--- src/rtl/uart384_pkg.sv ---
// rtl/uart384_pkg.sv - shared command codes and tx FSM state encoding
package uart384_pkg;

    localparam logic [7:0] CMD_RESET  = 8'h72;
    localparam logic [7:0] CMD_STOP   = 8'h73;
    localparam logic [7:0] CMD_GO     = 8'h67;
    localparam logic [7:0] CMD_STATUS = 8'h3F;

    typedef logic [1:0] tx_state_t;

    localparam tx_state_t ST_IDLE      = 2'd0;
    localparam tx_state_t ST_WAIT_BUSY = 2'd1;
    localparam tx_state_t ST_WAIT_DONE = 2'd2;

endpackage

--- src/rtl/byte_fifo.sv ---
// rtl/byte_fifo.sv - small synchronous byte FIFO with flush and registered head
module byte_fifo #(
    parameter int AW = 2
) (
    input  logic       clk,
    input  logic       rst_n,
    input  logic       push,
    input  logic       pop,
    input  logic       flush,
    input  logic [7:0] din,
    output logic       full,
    output logic       empty,
    output logic [7:0] head
);

    localparam int DEPTH = 1 << AW;

    logic [7:0]    mem [DEPTH];
    logic [AW-1:0] wr_ptr;
    logic [AW-1:0] rd_ptr;
    logic [AW:0]   count;
    logic          do_push;
    logic          do_pop;

    // A pop frees a slot in the same cycle, so a full FIFO still accepts a concurrent push.
    always_comb begin
        do_pop  = pop && !empty;
        do_push = push && (!full || do_pop);
    end

    // Pointer and occupancy bookkeeping; flush empties the FIFO and discards any concurrent push.
    always_ff @(posedge clk or negedge rst_n) begin
        if (!rst_n) begin
            wr_ptr <= '0;
            rd_ptr <= '0;
            count  <= '0;
        end else if (flush) begin
            wr_ptr <= '0;
            rd_ptr <= '0;
            count  <= '0;
        end else begin
            if (do_push) wr_ptr <= wr_ptr + 1'b1;
            if (do_pop)  rd_ptr <= rd_ptr + 1'b1;
            count <= count + (AW+1)'(do_push) - (AW+1)'(do_pop);
        end
    end

    // Storage array; contents need no reset because head is only used when non-empty.
    always_ff @(posedge clk) begin
        if (do_push && !flush) mem[wr_ptr] <= din;
    end

    assign full  = (count == (AW+1)'(DEPTH));
    assign empty = (count == '0);
    assign head  = mem[rd_ptr];

endmodule

--- src/rtl/entropy_tx_scheduler.sv ---
// rtl/entropy_tx_scheduler.sv - shares the uart transmitter between entropy bytes and host replies
module entropy_tx_scheduler
    import uart384_pkg::*;
#(
    parameter int FIFO_AW         = 2,
    parameter bit STREAM_AT_RESET = 1'b1
) (
    input  logic       clk,
    input  logic       rst_n,
    input  logic       word_ready,
    input  logic [7:0] ent_byte,
    input  logic       rx_received,
    input  logic [7:0] rx_byte,
    input  logic       tx_busy,
    output logic       tx_start,
    output logic [7:0] tx_byte,
    output logic       soft_reset_req,
    output logic       streaming,
    output logic [7:0] drop_count
);

    tx_state_t  state;
    logic [1:0] busy_wait;
    logic       reply_pending;
    logic [7:0] reply_byte;

    logic       cmd_reset;
    logic       cmd_stop;
    logic       cmd_go;
    logic       cmd_status;
    logic       can_launch;
    logic       take_reply;
    logic       take_entropy;
    logic       fifo_push;
    logic       fifo_full;
    logic       fifo_empty;
    logic [7:0] fifo_head;
    logic       drop;

    // Command decode and launch decisions; a soft reset blocks any new launch in its cycle.
    always_comb begin
        cmd_reset    = rx_received && (rx_byte == CMD_RESET);
        cmd_stop     = rx_received && (rx_byte == CMD_STOP);
        cmd_go       = rx_received && (rx_byte == CMD_GO);
        cmd_status   = rx_received && (rx_byte == CMD_STATUS);
        can_launch   = (state == ST_IDLE) && !tx_busy && !cmd_reset;
        take_reply   = can_launch && reply_pending;
        take_entropy = can_launch && !reply_pending && streaming && !fifo_empty;
        fifo_push    = word_ready && streaming && !cmd_reset;
        drop         = fifo_push && fifo_full && !take_entropy;
    end

    byte_fifo #(
        .AW(FIFO_AW)
    ) u_fifo (
        .clk   (clk),
        .rst_n (rst_n),
        .push  (fifo_push),
        .pop   (take_entropy),
        .flush (cmd_reset),
        .din   (ent_byte),
        .full  (fifo_full),
        .empty (fifo_empty),
        .head  (fifo_head)
    );

    // Host command effects: soft reset strobe, streaming gate and the pending status reply.
    always_ff @(posedge clk or negedge rst_n) begin
        if (!rst_n) begin
            soft_reset_req <= 1'b0;
            streaming      <= STREAM_AT_RESET;
            reply_pending  <= 1'b0;
            reply_byte     <= 8'h00;
        end else if (cmd_reset) begin
            soft_reset_req <= 1'b1;
            streaming      <= STREAM_AT_RESET;
            reply_pending  <= 1'b0;
        end else begin
            soft_reset_req <= 1'b0;
            if (cmd_stop) streaming <= 1'b0;
            if (cmd_go)   streaming <= 1'b1;
            if (take_reply) reply_pending <= 1'b0;
            if (cmd_status) begin
                reply_pending <= 1'b1;
                reply_byte    <= {streaming, drop_count[7:1]};
            end
        end
    end

    // Saturating count of entropy bytes lost to a full FIFO.
    always_ff @(posedge clk or negedge rst_n) begin
        if (!rst_n) begin
            drop_count <= 8'h00;
        end else if (cmd_reset) begin
            drop_count <= 8'h00;
        end else if (drop && (drop_count != 8'hFF)) begin
            drop_count <= drop_count + 8'h01;
        end
    end

    // Transmit sequencer: launch one byte, wait for the uart to go busy, then wait for it to finish.
    always_ff @(posedge clk or negedge rst_n) begin
        if (!rst_n) begin
            state     <= ST_IDLE;
            busy_wait <= 2'd0;
            tx_start  <= 1'b0;
            tx_byte   <= 8'h00;
        end else begin
            tx_start <= 1'b0;
            case (state)
                ST_IDLE: begin
                    busy_wait <= 2'd0;
                    if (take_reply) begin
                        tx_byte  <= reply_byte;
                        tx_start <= 1'b1;
                        state    <= ST_WAIT_BUSY;
                    end else if (take_entropy) begin
                        tx_byte  <= fifo_head;
                        tx_start <= 1'b1;
                        state    <= ST_WAIT_BUSY;
                    end
                end
                ST_WAIT_BUSY: begin
                    if (tx_busy) begin
                        state <= ST_WAIT_DONE;
                    end else if (busy_wait == 2'd3) begin
                        state <= ST_IDLE;
                    end else begin
                        busy_wait <= busy_wait + 2'd1;
                    end
                end
                ST_WAIT_DONE: begin
                    if (!tx_busy) state <= ST_IDLE;
                end
                default: state <= ST_IDLE;
            endcase
        end
    end

endmodule

--- config.mk ---
export PLATFORM = sky130hd
export DESIGN_NAME = entropy_tx_scheduler
export DESIGN_NICKNAME = d
export VERILOG_FILES = /design/src/rtl/uart384_pkg.sv /design/src/rtl/byte_fifo.sv /design/src/rtl/entropy_tx_scheduler.sv
export SDC_FILE = /design/constraint.sdc
export NUM_CORES = 1
export LEC_CHECK = 0
export BUFFER_PORTS_ARGS = -buffer_cell sky130_fd_sc_hd__buf_2
export CORE_UTILIZATION = 57
export DETAILED_ROUTE_END_ITERATION = 6
export PLACE_DENSITY = 0.79
export SLEW_MARGIN = 40
export SYNTH_ARGS = -nofsm -noshare
export SYNTH_HDL_FRONTEND = slang
export SYNTH_SLANG_ARGS = --single-unit
--- constraint.sdc ---
create_clock -name clk -period 3 [get_ports clk]
set_clock_uncertainty 0.05 [all_clocks]
set_input_delay 0.45 -clock clk [delete_from_list [all_inputs] [get_ports clk]]
set_output_delay 0.45 -clock clk [all_outputs]
set_load 0.1 [all_outputs]
# Word-level counts from Yosys, hierarchy flattened
# Memory sizes are Yosys's and may differ from the RTL's.
# Index checks and enable logic that the tools add are counted.
op_classes:
  addsub: 6
  eq_ne: 14
  n_mux: 30
  bitwise: 1
  reduce_logical: 38
op_table:
  columns: ["operator", "n"]
  rows:
  - ["$mux 8", 4]
  - ["$eq 8x7->1 const B", 3]
  - ["$mux 2", 11]
  - ["$logic_and 1x1->1", 18]
  - ["$mux 1", 12]
  - ["$reduce_bool 2->1", 5]
  - ["$add 8x1->8 const B", 1]
  - ["$eq 8x6->1 const B", 1]
  - ["$ne 8x8->1 const B", 1]
  - ["$add 2x1->2 const B", 3]
  - ["$logic_not 1->1", 6]
  - ["$ne 2x2->1 const B", 3]
  - ["$pmux 2 s3", 1]
  - ["$reduce_and 3->1", 2]
  - ["$reduce_bool 3->1", 2]
  - ["$eq 2x2->1 const B", 2]
  - ["$pmux 2 s2", 1]
  - ["$reduce_and 2->1", 2]
  - ["$add 3x1->3", 1]
  - ["$eq 3x3->1 const B", 1]
  - ["$logic_not 3->1", 1]
  - ["$mux 3", 1]
  - ["$ne 3x2->1 const B", 1]
  - ["$ne 3x3->1 const B", 1]
  - ["5 further kinds", 5]
word_totals:
  register_bits: 39
  ram_bits: 32
  input_bits: 21
  output_inout_bits: 19
  wordCells: 102
  mem_count: 1
mem_list:
  columns: ["name", "words", "width", "rd", "rd_clocked_by_memory_dff", "wr", "line", "rtl"]
  rows:
  - ["u_fifo.mem", 4, 8, 1, 0, 1, "byte_fifo.sv:18", "logic [7:0] mem [DEPTH];"]

# Logic depth before layout (Yosys ltp)
depth:
  ltp_word: 13
  ltp_mapped: 12
  ltp_nobuf: 11

# By module
# Synthesis repeated with hierarchy kept, for this count alone.
hier_totals:
  cells_unflattened: 241
  area_unflattened_um2: 3290.7
modules_own_cells:
  columns: ["mod", "n_inst", "cells_each", "area_each_um2", "seq_area_each_um2"]
  rows:
  - ["entropy_tx_scheduler", 1, 154, 1656.6, 802.0]
  - ["byte_fifo", 1, 87, 1634.1, 1136.1]

# Worst setup path before layout
# No wires, ideal clock.
synth_path:
  path_type: "reg2reg"
  start: "register streaming"
  end: "register u_fifo.count[2]"
  setup_ns: 0.132
  arrival_ns: 2.548
  setup_slack_ns: 0.270
  path_stages_with_launch: 11
  synth_period_minus_slack_ns: 2.730
  path_cell_list: "dfstp_2 > nand4_4 > clkbuf_2 > nor3_1 > nand2b_1 > ha_1 > inv_1 > fa_1 > xor2_1 > xnor2_1 > nor2_1"
synth_between:
  elab_chain_cells: 8
  elab_cells_between_ends: 10
  cone_classes: "add/sub: 2; mux: 1; reduce/logical: 7"
synth_rtl:
  columns: ["element", "line", "rtl"]
  rows:
  - ["start, declared", "entropy_tx_scheduler.sv:18", "output logic streaming,"]
  - ["start signal, assigned", "entropy_tx_scheduler.sv:71", "streaming <= STREAM_AT_RESET;"]
  - ["start signal, assigned", "entropy_tx_scheduler.sv:76", "streaming <= STREAM_AT_RESET;"]
  - ["start signal, assigned", "entropy_tx_scheduler.sv:80", "if (cmd_stop) streaming <= 1'b0;"]
  - ["$logic_and 1x1->1 (2 in a row)", "entropy_tx_scheduler.sv:48", "take_entropy = can_launch && !reply_pending && streaming && !fifo_empty;"]
  - ["$logic_and 1x1->1", "byte_fifo.sv:27", "do_pop = pop && !empty;"]
  - ["$logic_or 1x1->1", "byte_fifo.sv:28", "do_push = push && (!full || do_pop);"]
  - ["$logic_and 1x1->1", "byte_fifo.sv:28", null]
  - ["$add 3x1->3", "byte_fifo.sv:44", "count <= count + (AW+1)'(do_push) - (AW+1)'(do_pop);"]
  - ["$sub 3x1->3 *", "byte_fifo.sv:44", null]
  - ["$mux 3 *", "byte_fifo.sv:37", "end else if (flush) begin"]
  - ["end signal, assigned", "byte_fifo.sv:44", null]
  - ["end, declared", "byte_fifo.sv:21", "logic [AW:0] count;"]
# Mark *: on every way between the ends. The rest lies on a longest branch, timed or not.
# A chain may end at the register's enable or synchronous reset.

# Worst setup path after layout
layout_path:
  start: "register state[0]"
  end: "register u_fifo.count[2]"
layout_between:
  elab_chain_cells: 12
layout_rtl:
  columns: ["element", "line", "rtl"]
  rows:
  - ["start, declared", "entropy_tx_scheduler.sv:22", "tx_state_t state;"]
  - ["start signal, assigned", "entropy_tx_scheduler.sv:104", "state <= ST_IDLE;"]
  - ["start signal, assigned", "entropy_tx_scheduler.sv:116", "state <= ST_WAIT_BUSY;"]
  - ["start signal, assigned", "entropy_tx_scheduler.sv:120", "state <= ST_WAIT_BUSY;"]
  - ["$logic_not 2->1 *", "entropy_tx_scheduler.sv:46", "can_launch = (state == ST_IDLE) && !tx_busy && !cmd_reset;"]
  - ["$logic_and 1x1->1 * (2 in a row)", "entropy_tx_scheduler.sv:46", null]
  - ["$logic_and 1x1->1 * (3 in a row)", "entropy_tx_scheduler.sv:48", null]
  - ["$logic_and 1x1->1 *", "byte_fifo.sv:27", null]
  - ["$logic_or 1x1->1", "byte_fifo.sv:28", null]
  - ["$logic_and 1x1->1", "byte_fifo.sv:28", null]
  - ["$add 3x1->3", "byte_fifo.sv:44", null]
  - ["$sub 3x1->3 *", "byte_fifo.sv:44", null]
  - ["$mux 3 *", "byte_fifo.sv:37", null]
# Marks and branches as above.

==> results.json <==
{
  "clock-root-buffer": "clkbuf_8",
  "r2r-end": "u_fifo.count[2]",
  "track_usage_pct": 20.7,
  "path_max_fanout": 15,
  "via_per_inst": 5.79,
  "synth-async-reset-ratio_pct": 54.9,
  "ant_nets": 0,
  "insertion_delay_ns": 0.33,
  "critPathRequiredTime_ns": 3.17,
  "p_total_mw": 3.58,
  "dieArea_mm2": 0.00585,
  "fin_setup_tns_ns": 0,
  "core_area_mm2": 0.00524,
  "reg2regPathDepth": 10,
  "slew_headroom_pct": 61.1,
  "synth_nets": 246,
  "postCtsSetupBuffers": 0,
  "grt_pass1_vias": 1850,
  "power_density_mw_per_mm2": 990,
  "ys_seq_elements": 71,
  "worstMarginPinSlew_ns": 0.583,
  "cts_made_buffers": 9,
  "die_w_um": 76.5,
  "dr.pass1.iters": 4,
  "critPathKind": "register to register",
  "cap_violations": 0,
  "dp.final_hpwl_mm": 3.78,
  "grt_overflow_total": 0,
  "drcViolationCount": 0,
  "wl_per_cell_um": 16.3,
  "startpoint": "state[0]",
  "synth_flop_cell": "dfrtp_1",
  "synth_cell_types": 49,
  "die_h_um": 76.5,
  "ios": 40,
  "n_fill_cell": 357,
  "path_clk_slew_ns": 0.07,
  "drt_iter0_markers": 112,
  "ys_warn_count": 0,
  "min_period_ns": 2.58,
  "htreeDepth": 3,
  "rrSetupSlack_ns": 0.42,
  "final-max-slew-violation-count": 0,
  "final_nets": 291,
  "antenna_found_initial": 0,
  "grt_start_max_net_pins": 40,
  "crit_path_end_kind": "register",
  "setup_violations": 0,
  "worstPathArrival_ns": 2.75,
  "synth_edf_count": 32,
  "hold_path_class": "input pin to asynchronous set/reset pin",
  "fmax_ghz": 0.388,
  "status": "complete, no violations",
  "syn_area_mm2": 0.00316,
  "clock_sinks": 71,
  "hold_buffers": 0,
  "clockBufferDepth": 2,
  "grt_pass1_wl_mm": 9.19,
  "antenna_cells": 0,
  "layout-drive-gt1-share_pct": 36.0,
  "leakage_nw": 1.51,
  "fin_crit_sh_pct": 85.9,
  "rsz0062_at_grt": "no",
  "routed-via-count": 1951,
  "wirelength_mm": 5.48,
  "core.rowCount": 26,
  "syn2layout_area_growth_pct": 14.3,
  "postCtsResizedCells": 0,
  "syn_avg_cell_area_um2": 14.6,
  "synth_cells": 217,
  "yosysSeqAreaShare_pct": 61.2,
  "r2r_start": "state[0]",
  "initial_core_util_pct": 60.4,
  "gp_congestion": 0.764,
  "cts_tree": "built",
  "ir_drop_uv": 639,
  "crit_path_end": "u_fifo.count[2]",
  "finalHoldViolations": 0,
  "port-buffer-count": 39,
  "cp-start-kind": "register"
}
[placed cells by master, fill, tap and decap left out, types with 4 or more instances in the layout]
cell and count:
a21oi_1 7, and3_1 4, buf_2 38, buf_4 4, clkbuf_8 9, dfrtp_1 38, edfxtp_1 32, ha_1 7
inv_1 7, mux2_2 8, mux4_2 8, nand2_1 11, nand3_1 4, nor2_1 6, o21ai_0 8, o221a_2 8
or3_1 11, or3_2 4
[synthesized netlist by cell type (all sizes together) (2+ instances only)]
| master | instances | area, um2 |
|---|---|---|
| nor2 | 7 | 28.8 |
| xor2 | 2 | 17.5 |
| buf | 6 | 33.8 |
| o31ai | 3 | 22.5 |
| o21ai | 8 | 40.0 |
| o221a | 8 | 90.1 |
| dfrtp | 38 | 951 |
| a21oi | 9 | 60.1 |
| and4b | 2 | 20.0 |
| and3 | 4 | 25.0 |
| nor3 | 3 | 26.3 |
| ha | 7 | 87.6 |
| mux2i | 2 | 20.0 |
| or3 | 15 | 98.9 |
| a21o | 2 | 16.3 |
| nand2b | 3 | 18.8 |
| nand4 | 4 | 55.1 |
| and2 | 3 | 18.8 |
| a22o | 2 | 20.0 |
| nand2 | 11 | 41.3 |
| xnor2 | 2 | 17.5 |
| inv | 7 | 26.3 |
| nand3 | 4 | 20.0 |
| mux4 | 8 | 180 |
| or4 | 4 | 33.8 |
| clkbuf | 2 | 8.75 |
| o211ai | 2 | 15.0 |
| edfxtp | 32 | 961 |
| mux2 | 8 | 90.1 |
[cell families after synthesis]
kind of cell / after synthesis / synth area share, %
and+or+nand+nor: 64 / 13.7
muxes: 18 / 9.17
xor gates and xnor gates: 4 / 1.11
adders and majority gates: 8 / 3.40
DFF: 71 / 61.2
AOI/OAI and AO/OA: 37 / 9.21
buffers and inverters: 15 / 2.17
[metal layers]
layer	track usage (%)	wire (um)	up-vias
met1	29.5	2640	964
met2	31.3	2570	49
li1	-	-	932
met3	4.55	214	6
met5	0	0	-
met4	7.69	57	0
[sequential cells by signal, indices dropped and copies added (netlist names), 3 cells and up]
register,cells
reply_byte,8
drop_count,8
u_fifo.count,3
tx_byte,8
u_fifo.mem,32
[metrics by stage]
stage | utilization, % | cell area (um2) | cells | setup WS (ns) | hold WS (ns)
2_1_floorplan | - | 3160 | 217 | 0.270 | 0.104
3_3_place_gp | 65.4 | 3430 | 321 | 0.442 | 0.440
3_5_place_dp | 65.5 | 3430 | 321 | 0.352 | 0.401
4_1_cts | 69.1 | 3620 | 337 | 0.398 | 0.0369
5_1_grt | 69.1 | 3620 | 337 | 0.206 | 0.0580
6_report | 69.1 | 3620 | 337 | 0.423 | 0.0349
[worst min path at each step]
| stage | end |
|---|---|
| floorplan | busy_wait[0] |
| global placement | reply_byte[7] |
| detailed placement | busy_wait[1] |
| CTS | drop_count[5] |
| global route | busy_wait[0] |
| finish | busy_wait[1] |
[layout make-up]
cell class / count / area, um2 / area share, %
clock buffers: 9 / 124 / 3.42
clock inverters: 7 / 63.8 / 1.76
inverters: 7 / 26.3 / 0.726
multi-input cells: 131 / 1160 / 32.0
flip-flops and latches: 71 / 1940 / 53.6
well taps: 70 / 87.6 / 2.42
repair buffers: 42 / 220 / 6.09
[where the power goes]
| part | leakage (nW) | total [mW] | switching (mW) | internal [mW] |
|---|---|---|---|---|
| registers | 0.789 | 1.49 | 0.220 | 1.27 |
| clock network | 0.0941 | 0.718 | 0.341 | 0.377 |
| logic | 0.624 | 1.38 | 0.915 | 0.461 |
| total | 1.51 | 3.58 | 1.48 | 2.10 |
[worst max-delay path, cell delays in order, from the launching register on]
cell	delay, ns
dfrtp_1	0.47
nor3_4	0.30
nand4_4	0.22
nor3_1	0.32
nand2b_1	0.16
ha_1	0.14
inv_1	0.05
fa_1	0.38
xor2_1	0.18
xnor2_1	0.14
nor2_1	0.06
(Power assumes the default switching activity.)
